==> config.mk <==
export PLATFORM = sky130hd
export DESIGN_NAME = aes_job_ctrl_flat
export DESIGN_NICKNAME = d
export VERILOG_FILES = /design/src/rtl/aes_job_ctrl_if.sv /design/src/rtl/aes_job_ctrl.sv /design/src/flat_wrapper.sv
export SDC_FILE = /design/constraint.sdc
export NUM_CORES = 1
export LEC_CHECK = 0
export BUFFER_PORTS_ARGS = -buffer_cell sky130_fd_sc_hd__buf_4
export CORE_MARGIN = 4
export CORE_UTILIZATION = 61
export CTS_BUF_LIST = sky130_fd_sc_hd__clkbuf_8 sky130_fd_sc_hd__clkbuf_16
export DETAILED_ROUTE_END_ITERATION = 7
export PLACE_DENSITY = 0.84
export SYNTH_ARGS = -nofsm -noshare
export SYNTH_HDL_FRONTEND = slang
export SYNTH_SLANG_ARGS = --single-unit
==> constraint.sdc <==
create_clock -name m_axi_mm2s_aclk -period 6.6 [get_ports m_axi_mm2s_aclk]
set_input_delay 0 -clock m_axi_mm2s_aclk [delete_from_list [all_inputs] [get_ports m_axi_mm2s_aclk]]
set_output_delay 0 -clock m_axi_mm2s_aclk [all_outputs]
set_load 0.01 [all_outputs]
==> src/rtl/aes_job_ctrl_if.sv <==
// Handshake bundle between the AES job sequencer and its surroundings.
// master drives the stream inputs of the sequencer; slave is the sequencer itself.
interface aes_job_ctrl_if;
  logic [31:0]  cntrl_tdata;
  logic         cntrl_tvalid;
  logic         cntrl_tlast;
  logic         cntrl_tready;
  logic [255:0] aes_key;
  logic         key_loaded;
  logic         in_tvalid;
  logic         in_tlast;
  logic         in_tready;
  logic         fifo_empty;
  logic         fifo_tlast;
  logic         fifo_rd_en;
  logic         s2mm_tvalid;
  logic         s2mm_tready;
  logic [31:0]  sts_tdata;
  logic         sts_tvalid;
  logic         sts_tlast;
  logic         sts_tready;
  logic         err;

  modport master (
    output cntrl_tdata, cntrl_tvalid, cntrl_tlast, in_tvalid, in_tlast,
           fifo_empty, fifo_tlast, s2mm_tready, sts_tready,
    input  cntrl_tready, aes_key, key_loaded, in_tready, fifo_rd_en,
           s2mm_tvalid, sts_tdata, sts_tvalid, sts_tlast, err
  );

  modport slave (
    input  cntrl_tdata, cntrl_tvalid, cntrl_tlast, in_tvalid, in_tlast,
           fifo_empty, fifo_tlast, s2mm_tready, sts_tready,
    output cntrl_tready, aes_key, key_loaded, in_tready, fifo_rd_en,
           s2mm_tvalid, sts_tdata, sts_tvalid, sts_tlast, err
  );
endinterface

==> src/rtl/aes_job_ctrl.sv <==
// AES-256 job sequencer: key parsing/commit, mm2s credit gating,
// s2mm pop gating and one 5-word status packet per output packet.
module aes_job_ctrl #(
  parameter int C_FIFO_DEPTH = 256,
  parameter int C_CNT_W      = 9,
  parameter int C_STS_DEPTH  = 4
) (
  input  logic          m_axi_mm2s_aclk,
  input  logic          rst,
  aes_job_ctrl_if.slave bus
);
  localparam int SQ_AW = $clog2(C_STS_DEPTH);
  localparam logic [C_CNT_W-1:0] CREDIT_MAX = C_CNT_W'(C_FIFO_DEPTH);
  localparam logic [C_CNT_W-1:0] CNT_ONE    = C_CNT_W'(1);
  localparam logic [SQ_AW:0]     PTR_ONE    = (SQ_AW+1)'(1);

  typedef enum logic [1:0] {C_IDLE, C_KEY, C_DRAIN, C_COMMIT} ctrl_state_t;
  typedef enum logic [2:0] {S_IDLE, S_W0, S_W1, S_W2, S_W3, S_W4} sts_state_t;

  ctrl_state_t        ctrl_state_reg;
  logic [2:0]         kidx_reg;
  logic [255:0]       shadow_reg;
  logic [255:0]       aes_key_reg;
  logic               key_loaded_reg;
  logic               err_reg;
  logic               cntrl_tready_reg;
  logic [C_CNT_W-1:0] outstanding_reg;
  logic               pkt_open_reg;
  logic [15:0]        beat_cnt_reg;
  logic [15:0]        sq_mem [C_STS_DEPTH];
  logic [SQ_AW:0]     sq_wr_ptr_reg;
  logic [SQ_AW:0]     sq_rd_ptr_reg;
  sts_state_t         sts_state_reg;
  logic [31:0]        sts_tdata_reg;
  logic               sts_tvalid_reg;
  logic               sts_tlast_reg;

  logic        cntrl_hs, in_beat, pop, sts_hs;
  logic        sq_empty, sq_full, pipe_idle;
  logic        in_tready_int, s2mm_tvalid_int;
  logic [15:0] beat_cnt_inc;

  assign sq_empty        = (sq_wr_ptr_reg == sq_rd_ptr_reg);
  assign sq_full         = (sq_wr_ptr_reg[SQ_AW] != sq_rd_ptr_reg[SQ_AW]) &&
                           (sq_wr_ptr_reg[SQ_AW-1:0] == sq_rd_ptr_reg[SQ_AW-1:0]);
  assign in_tready_int   = key_loaded_reg && (outstanding_reg < CREDIT_MAX) &&
                           (ctrl_state_reg != C_COMMIT);
  assign in_beat         = bus.in_tvalid && in_tready_int;
  // A full status queue stops pops, so every finished packet has a slot.
  assign s2mm_tvalid_int = !bus.fifo_empty && !sq_full;
  assign pop             = s2mm_tvalid_int && bus.s2mm_tready;
  assign beat_cnt_inc    = (beat_cnt_reg == 16'hFFFF) ? 16'hFFFF : beat_cnt_reg + 16'd1;
  assign cntrl_hs        = bus.cntrl_tvalid && cntrl_tready_reg;
  assign sts_hs          = sts_tvalid_reg && bus.sts_tready;
  assign pipe_idle       = (outstanding_reg == '0) && !pkt_open_reg && sq_empty;

  assign bus.cntrl_tready = cntrl_tready_reg;
  assign bus.aes_key      = aes_key_reg;
  assign bus.key_loaded   = key_loaded_reg;
  assign bus.err          = err_reg;
  assign bus.in_tready    = in_tready_int;
  assign bus.s2mm_tvalid  = s2mm_tvalid_int;
  assign bus.fifo_rd_en   = pop;
  assign bus.sts_tdata    = sts_tdata_reg;
  assign bus.sts_tvalid   = sts_tvalid_reg;
  assign bus.sts_tlast    = sts_tlast_reg;

  always_ff @(posedge m_axi_mm2s_aclk) begin
    if (rst) begin
      ctrl_state_reg   <= C_IDLE;
      kidx_reg         <= '0;
      shadow_reg       <= '0;
      aes_key_reg      <= '0;
      key_loaded_reg   <= 1'b0;
      err_reg          <= 1'b0;
      cntrl_tready_reg <= 1'b0;
    end else begin
      cntrl_tready_reg <= (ctrl_state_reg != C_COMMIT);
      case (ctrl_state_reg)
        C_IDLE: begin
          if (cntrl_hs && !bus.cntrl_tlast) begin
            kidx_reg       <= '0;
            ctrl_state_reg <= (bus.cntrl_tdata[31:28] == 4'hA) ? C_KEY : C_DRAIN;
          end else if (cntrl_hs && bus.cntrl_tdata[31:28] == 4'hA) begin
            err_reg <= 1'b1;
          end
        end
        C_KEY: begin
          if (cntrl_hs) begin
            for (int i = 0; i < 8; i++) begin
              if (kidx_reg == 3'(i)) shadow_reg[255-32*i -: 32] <= bus.cntrl_tdata;
            end
            kidx_reg <= kidx_reg + 3'd1;
            if (kidx_reg == 3'd7) begin
              if (bus.cntrl_tlast) begin
                ctrl_state_reg   <= C_COMMIT;
                cntrl_tready_reg <= 1'b0;
              end else begin
                err_reg        <= 1'b1;
                ctrl_state_reg <= C_DRAIN;
              end
            end else if (bus.cntrl_tlast) begin
              err_reg        <= 1'b1;
              shadow_reg     <= '0;
              ctrl_state_reg <= C_IDLE;
            end
          end
        end
        C_DRAIN: begin
          if (cntrl_hs && bus.cntrl_tlast) ctrl_state_reg <= C_IDLE;
        end
        C_COMMIT: begin
          if (pipe_idle) begin
            aes_key_reg      <= shadow_reg;
            key_loaded_reg   <= 1'b1;
            ctrl_state_reg   <= C_IDLE;
            cntrl_tready_reg <= 1'b1;
          end
        end
        default: ctrl_state_reg <= C_IDLE;
      endcase
    end
  end

  always_ff @(posedge m_axi_mm2s_aclk) begin
    if (rst) begin
      outstanding_reg <= '0;
      pkt_open_reg    <= 1'b0;
      beat_cnt_reg    <= '0;
      sq_wr_ptr_reg   <= '0;
    end else begin
      if (in_beat && !pop) begin
        outstanding_reg <= outstanding_reg + CNT_ONE;
      end else if (pop && !in_beat && outstanding_reg != '0) begin
        outstanding_reg <= outstanding_reg - CNT_ONE;
      end
      if (in_beat) pkt_open_reg <= !bus.in_tlast;
      if (pop) begin
        if (bus.fifo_tlast) begin
          beat_cnt_reg  <= '0;
          sq_wr_ptr_reg <= sq_wr_ptr_reg + PTR_ONE;
        end else begin
          beat_cnt_reg <= beat_cnt_inc;
        end
      end
    end
  end

  always_ff @(posedge m_axi_mm2s_aclk) begin
    if (pop && bus.fifo_tlast) sq_mem[sq_wr_ptr_reg[SQ_AW-1:0]] <= beat_cnt_inc;
  end

  // The queue head stays put until the last status word is accepted.
  always_ff @(posedge m_axi_mm2s_aclk) begin
    if (rst) begin
      sts_state_reg  <= S_IDLE;
      sts_tdata_reg  <= '0;
      sts_tvalid_reg <= 1'b0;
      sts_tlast_reg  <= 1'b0;
      sq_rd_ptr_reg  <= '0;
    end else begin
      case (sts_state_reg)
        S_IDLE: begin
          if (!sq_empty) begin
            sts_tdata_reg  <= 32'h5000_0000 | {16'h0, sq_mem[sq_rd_ptr_reg[SQ_AW-1:0]]};
            sts_tvalid_reg <= 1'b1;
            sts_state_reg  <= S_W0;
          end
        end
        S_W0: begin
          if (sts_hs) begin
            sts_tdata_reg <= '0;
            sts_state_reg <= S_W1;
          end
        end
        S_W1: if (sts_hs) sts_state_reg <= S_W2;
        S_W2: if (sts_hs) sts_state_reg <= S_W3;
        S_W3: begin
          if (sts_hs) begin
            sts_tlast_reg <= 1'b1;
            sts_state_reg <= S_W4;
          end
        end
        S_W4: begin
          if (sts_hs) begin
            sts_tvalid_reg <= 1'b0;
            sts_tlast_reg  <= 1'b0;
            sq_rd_ptr_reg  <= sq_rd_ptr_reg + PTR_ONE;
            sts_state_reg  <= S_IDLE;
          end
        end
        default: sts_state_reg <= S_IDLE;
      endcase
    end
  end
endmodule

==> src/flat_wrapper.sv <==
// flat-port wrapper written by rule: the top's interface ports become plain ports
module aes_job_ctrl_flat 
#(
  parameter int C_FIFO_DEPTH = 256,
  parameter int C_CNT_W      = 9,
  parameter int C_STS_DEPTH  = 4
)
  (m_axi_mm2s_aclk, rst, bus_cntrl_tdata, bus_cntrl_tvalid, bus_cntrl_tlast, bus_in_tvalid, bus_in_tlast, bus_fifo_empty, bus_fifo_tlast, bus_s2mm_tready, bus_sts_tready, bus_cntrl_tready, bus_aes_key, bus_key_loaded, bus_in_tready, bus_fifo_rd_en, bus_s2mm_tvalid, bus_sts_tdata, bus_sts_tvalid, bus_sts_tlast, bus_err);
  aes_job_ctrl_if bus_i ();
  input  logic m_axi_mm2s_aclk;
  input  logic rst;
  input wire logic [$bits(bus_i.cntrl_tdata)-1:0] bus_cntrl_tdata;
  input wire logic [$bits(bus_i.cntrl_tvalid)-1:0] bus_cntrl_tvalid;
  input wire logic [$bits(bus_i.cntrl_tlast)-1:0] bus_cntrl_tlast;
  input wire logic [$bits(bus_i.in_tvalid)-1:0] bus_in_tvalid;
  input wire logic [$bits(bus_i.in_tlast)-1:0] bus_in_tlast;
  input wire logic [$bits(bus_i.fifo_empty)-1:0] bus_fifo_empty;
  input wire logic [$bits(bus_i.fifo_tlast)-1:0] bus_fifo_tlast;
  input wire logic [$bits(bus_i.s2mm_tready)-1:0] bus_s2mm_tready;
  input wire logic [$bits(bus_i.sts_tready)-1:0] bus_sts_tready;
  output wire logic [$bits(bus_i.cntrl_tready)-1:0] bus_cntrl_tready;
  output wire logic [$bits(bus_i.aes_key)-1:0] bus_aes_key;
  output wire logic [$bits(bus_i.key_loaded)-1:0] bus_key_loaded;
  output wire logic [$bits(bus_i.in_tready)-1:0] bus_in_tready;
  output wire logic [$bits(bus_i.fifo_rd_en)-1:0] bus_fifo_rd_en;
  output wire logic [$bits(bus_i.s2mm_tvalid)-1:0] bus_s2mm_tvalid;
  output wire logic [$bits(bus_i.sts_tdata)-1:0] bus_sts_tdata;
  output wire logic [$bits(bus_i.sts_tvalid)-1:0] bus_sts_tvalid;
  output wire logic [$bits(bus_i.sts_tlast)-1:0] bus_sts_tlast;
  output wire logic [$bits(bus_i.err)-1:0] bus_err;
  assign bus_i.cntrl_tdata = bus_cntrl_tdata;
  assign bus_i.cntrl_tvalid = bus_cntrl_tvalid;
  assign bus_i.cntrl_tlast = bus_cntrl_tlast;
  assign bus_i.in_tvalid = bus_in_tvalid;
  assign bus_i.in_tlast = bus_in_tlast;
  assign bus_i.fifo_empty = bus_fifo_empty;
  assign bus_i.fifo_tlast = bus_fifo_tlast;
  assign bus_i.s2mm_tready = bus_s2mm_tready;
  assign bus_i.sts_tready = bus_sts_tready;
  assign bus_cntrl_tready = bus_i.cntrl_tready;
  assign bus_aes_key = bus_i.aes_key;
  assign bus_key_loaded = bus_i.key_loaded;
  assign bus_in_tready = bus_i.in_tready;
  assign bus_fifo_rd_en = bus_i.fifo_rd_en;
  assign bus_s2mm_tvalid = bus_i.s2mm_tvalid;
  assign bus_sts_tdata = bus_i.sts_tdata;
  assign bus_sts_tvalid = bus_i.sts_tvalid;
  assign bus_sts_tlast = bus_i.sts_tlast;
  assign bus_err = bus_i.err;
  aes_job_ctrl #(.C_FIFO_DEPTH(C_FIFO_DEPTH), .C_CNT_W(C_CNT_W), .C_STS_DEPTH(C_STS_DEPTH)) u_core (.m_axi_mm2s_aclk(m_axi_mm2s_aclk), .rst(rst), .bus(bus_i));
endmodule
==> results.yml <==
hold_path:
  hp-class: "primary input to flop"
  hp-start: "bus_in_tvalid"
  hold_depth: 5
  hold_end: "u_core.outstanding_reg[4]$_SDFFE_PP0P_"
cts:
  cts_buffer_depth: 3
  hold_buffers: 44
  cts_resized: 0
  cts_tree: "yes"
  cts.clk_slew.worst_paths_ns: 0.06
  cts_sinks: 640
  numCtsBuffers: 61
  cts-root-buf: "clkbuf_16"
  postCtsSetupRepairBufs: 0
  insertion_delay_ns: 0.64
  htree_levels: 2
setup_path:
  critPathRequiredTime_ns: 7.11
  arrival_ns: 4.32
  critical_path.max_stage_delay_ns: 0.57
  setup.worst_path.class: "flop to flop"
  r2r-end: "u_core.outstanding_reg[8]$_SDFFE_PP0P_"
  critPathSlowestCell: "o31ai_4"
  r2r_cells: 11
  cp-end-kind: "flop"
  startpoint_type: "flop"
  r2r-start: "u_core.sq_wr_ptr_reg[1]$_SDFFE_PP0P_"
  path_cells: "xor2_2, o31ai_4, inv_2, nor2_2, inv_2, fa_1, a21oi_1, o2111ai_1, o211ai_1, mux2i_1, mux2_2"
  cpMostUsedCell: "inv_2"
  ff2ff_setup_slack_ns: 2.78
  cp_max_fo: 22
placement:
  port_buffers: 323
  hpwl_um: 43130
  place_ws_ns: 2.821
  routabilityCongestion: 0.8659
yosys:
  synth_cells: 2773
  synth_top_area_cell: "dfxtp_1"
  synthTopCellsByArea: "dfxtp_1 (49%), nand2_1 (16%), a21oi_1 (11%), edfxtp_1 (8.1%), clkbuf_1 (1.9%)"
  synth_area_per_cell_um2: 8.551
  ys_seq_area_share_pct: 56.73
  yosysTopAreaCellShare_pct: 48.63
  ys.warnings.count: 0
  synthFlopType: "dfxtp_1"
  yosys-top-cells-count: "nand2_1 (992), dfxtp_1 (576), a21oi_1 (520), clkbuf_1 (120), nor2_1 (77)"
  synth_edf_count: 64
  syn_area_um2: 23710
  synth_cell_types: 64
  ys_ff_latch: 640
  synth-async-reset-ratio_pct: 0
  synth_most_common_cell: "nand2_1"
status:
  status: "finished clean"
final_layout:
  final_net_count: 3047
  n_fill_cell: 2632
  drive_above_1_share_pct: 15.44
  syn2layout_area_growth_pct: 19.28
grt:
  grt-ovfl-total: 0
  grt_use_total_pct: 32.79
  grt_start_max_net_pins: 258
  antenna_found_initial: 2
  first_global_vias: 19370
  grt_pass1_wl_um: 108500
route:
  dr.pass1.iters: 7
  routed_wl_um: 72160
  routed_via_density: 5.898
  drt_iter0_markers: 2720
  wl_per_cell_um: 20.33
  vias: 20940
  drc: 0
  ant_nets: 0
timing:
  tightestPinTransition_ns: 1.258
  tns_ns: 0
  setup_viol: 0
  clock_skew_ns: 0.03572
  max_slew_margin_pct: 15.90
  fin_ws_ns: 2.780
  fin_crit_sh_pct: 57.88
  final_max_slew_viol_count: 0
  hold_viol: 0
  rsz0062_at_grt: "no"
  fin_crit_ns: 3.820
  max_freq_ghz: 0.2618
  holdWs_ns: 0.1395
die:
  boundaryPins: 338
  die-width_um: 205.2
  num_rows: 71
  die_h_um: 205.2
  initial_core_util_pct: 62.37
  design.core.area_um2: 38020
  dieArea_um2: 42090
power_and_ir_drop:
  comb_power_share_pct: 6.5
  p_int_mw: 6.245
  pwr-share-seq_pct: 48.9
  clock_power_share_pct: 44.6
  ir_drop_v: 0.0002266
  swShare_pct: 23.29
  power_density_nw_per_um2: 287.8
  p_switching_mw: 1.896
  p_leak_nw: 10.43
job:
  drv_cap: 0
==> power groups by stage <==
| stage | registers (mW) | logic (mW) | clock network (mW) |
|---|---|---|---|
| 4_1_cts | 3.98 | 0.519 | 3.63 |
| 5_1_grt | 3.98 | 0.566 | 3.81 |
| 3_5_place_dp | 4.07 | 0.494 | 0 |
| 2_1_floorplan | 4.06 | 0.345 | 0 |
| 3_3_place_gp | 4.07 | 0.498 | 0 |
| 6_report | 3.98 | 0.529 | 3.63 |
==> logic make-up (layout without fill, tap and decap cells) <==
kind of cell / after synthesis / after routing / share of synthesized area, %
compound gates: 635 / 635 / 14.55
xor+xnor: 16 / 16 / 0.6543
fa+ha+maj: 20 / 20 / 1.087
buf+inv: 277 / 528 / 5.846
flops: 640 / 640 / 56.73
mux: 19 / 19 / 1.652
other cells: 1 / 16 / 0.01581
simple gates: 1165 / 1165 / 19.47
==> through the flow <==
stage / total power, mW / util, % / cell area, um^2 / cells
final: 8.141 / 74.39 / 28280 / 3550
after global routing: 8.362 / 74.38 / 28280 / 3549
after CTS: 8.132 / 74.38 / 28280 / 3548
after detailed placement: 4.562 / 67.64 / 25720 / 3389
after global placement: 4.566 / 67.64 / 25720 / 3389
after floorplan: 4.406 / - / 23760 / 2786
==> per-layer routing <==
metal | wire length, um | global-route usage (%) | part of all wire (%)
met3 | 7959 | 7.329 | 11
met5 | 13 | 0 | 0.018
met4 | 4093 | 15.91 | 5.7
met2 | 32910 | 51.27 | 46
met1 | 27190 | 43.43 | 38
==> cell usage in the layout (no fill, tap or decap), types with 23 or more instances in the layout <==
cell           instances
nor2_1                76
nand2_1              992
a22oi_1               34
a21oi_1              520
buf_4                332
inv_1                 41
dlygate4sd3_1         44
o21ai_0               23
edfxtp_1              64
dfxtp_1              576
clkbuf_16             62
==> worst max path at each step <==
stage                                                  end                            startpoint  cells after the start  slack [ns]
floorplan           u_core.outstanding_reg[8]$_SDFFE_PP0P_  u_core.sq_wr_ptr_reg[1]$_SDFFE_PP0P_                     11        3.75
global placement    u_core.outstanding_reg[8]$_SDFFE_PP0P_  u_core.sq_wr_ptr_reg[1]$_SDFFE_PP0P_                     11        2.85
detailed placement  u_core.outstanding_reg[8]$_SDFFE_PP0P_  u_core.sq_wr_ptr_reg[1]$_SDFFE_PP0P_                     11        2.82
CTS                 u_core.outstanding_reg[8]$_SDFFE_PP0P_  u_core.sq_wr_ptr_reg[1]$_SDFFE_PP0P_                     11        2.79
global route        u_core.outstanding_reg[8]$_SDFFE_PP0P_  u_core.sq_wr_ptr_reg[1]$_SDFFE_PP0P_                     11        2.57
finish              u_core.outstanding_reg[8]$_SDFFE_PP0P_  u_core.sq_wr_ptr_reg[1]$_SDFFE_PP0P_                     11        2.78
==> critical path: cells and delay by family (launching register included) <==
| kind | cells | cell delay, ns |
|---|---|---|
| xor gates and xnor gates | 1 | 0.23 |
| DFF | 1 | 0.37 |
| AOI/OAI and AO/OA | 4 | 1.15 |
| muxes | 2 | 0.60 |
| adders and majority gates | 1 | 0.44 |
| and+or+nand+nor | 1 | 0.38 |
| buffers and inverters | 2 | 0.54 |
==> cell type report <==
class / count / area, um^2 / area share, %
flip-flops and latches: 640 / 13450 / 47.56
multi-input cells: 1869 / 8950 / 31.64
repair buffers: 379 / 2988 / 10.56
clock buffers: 76 / 1744 / 6.167
well taps: 511 / 639.4 / 2.260
clock inverters: 39 / 377.9 / 1.336
inverters: 34 / 127.6 / 0.4512
diodes: 2 / 5.005 / 0.01769
Power figures use the tool's default switching activity.
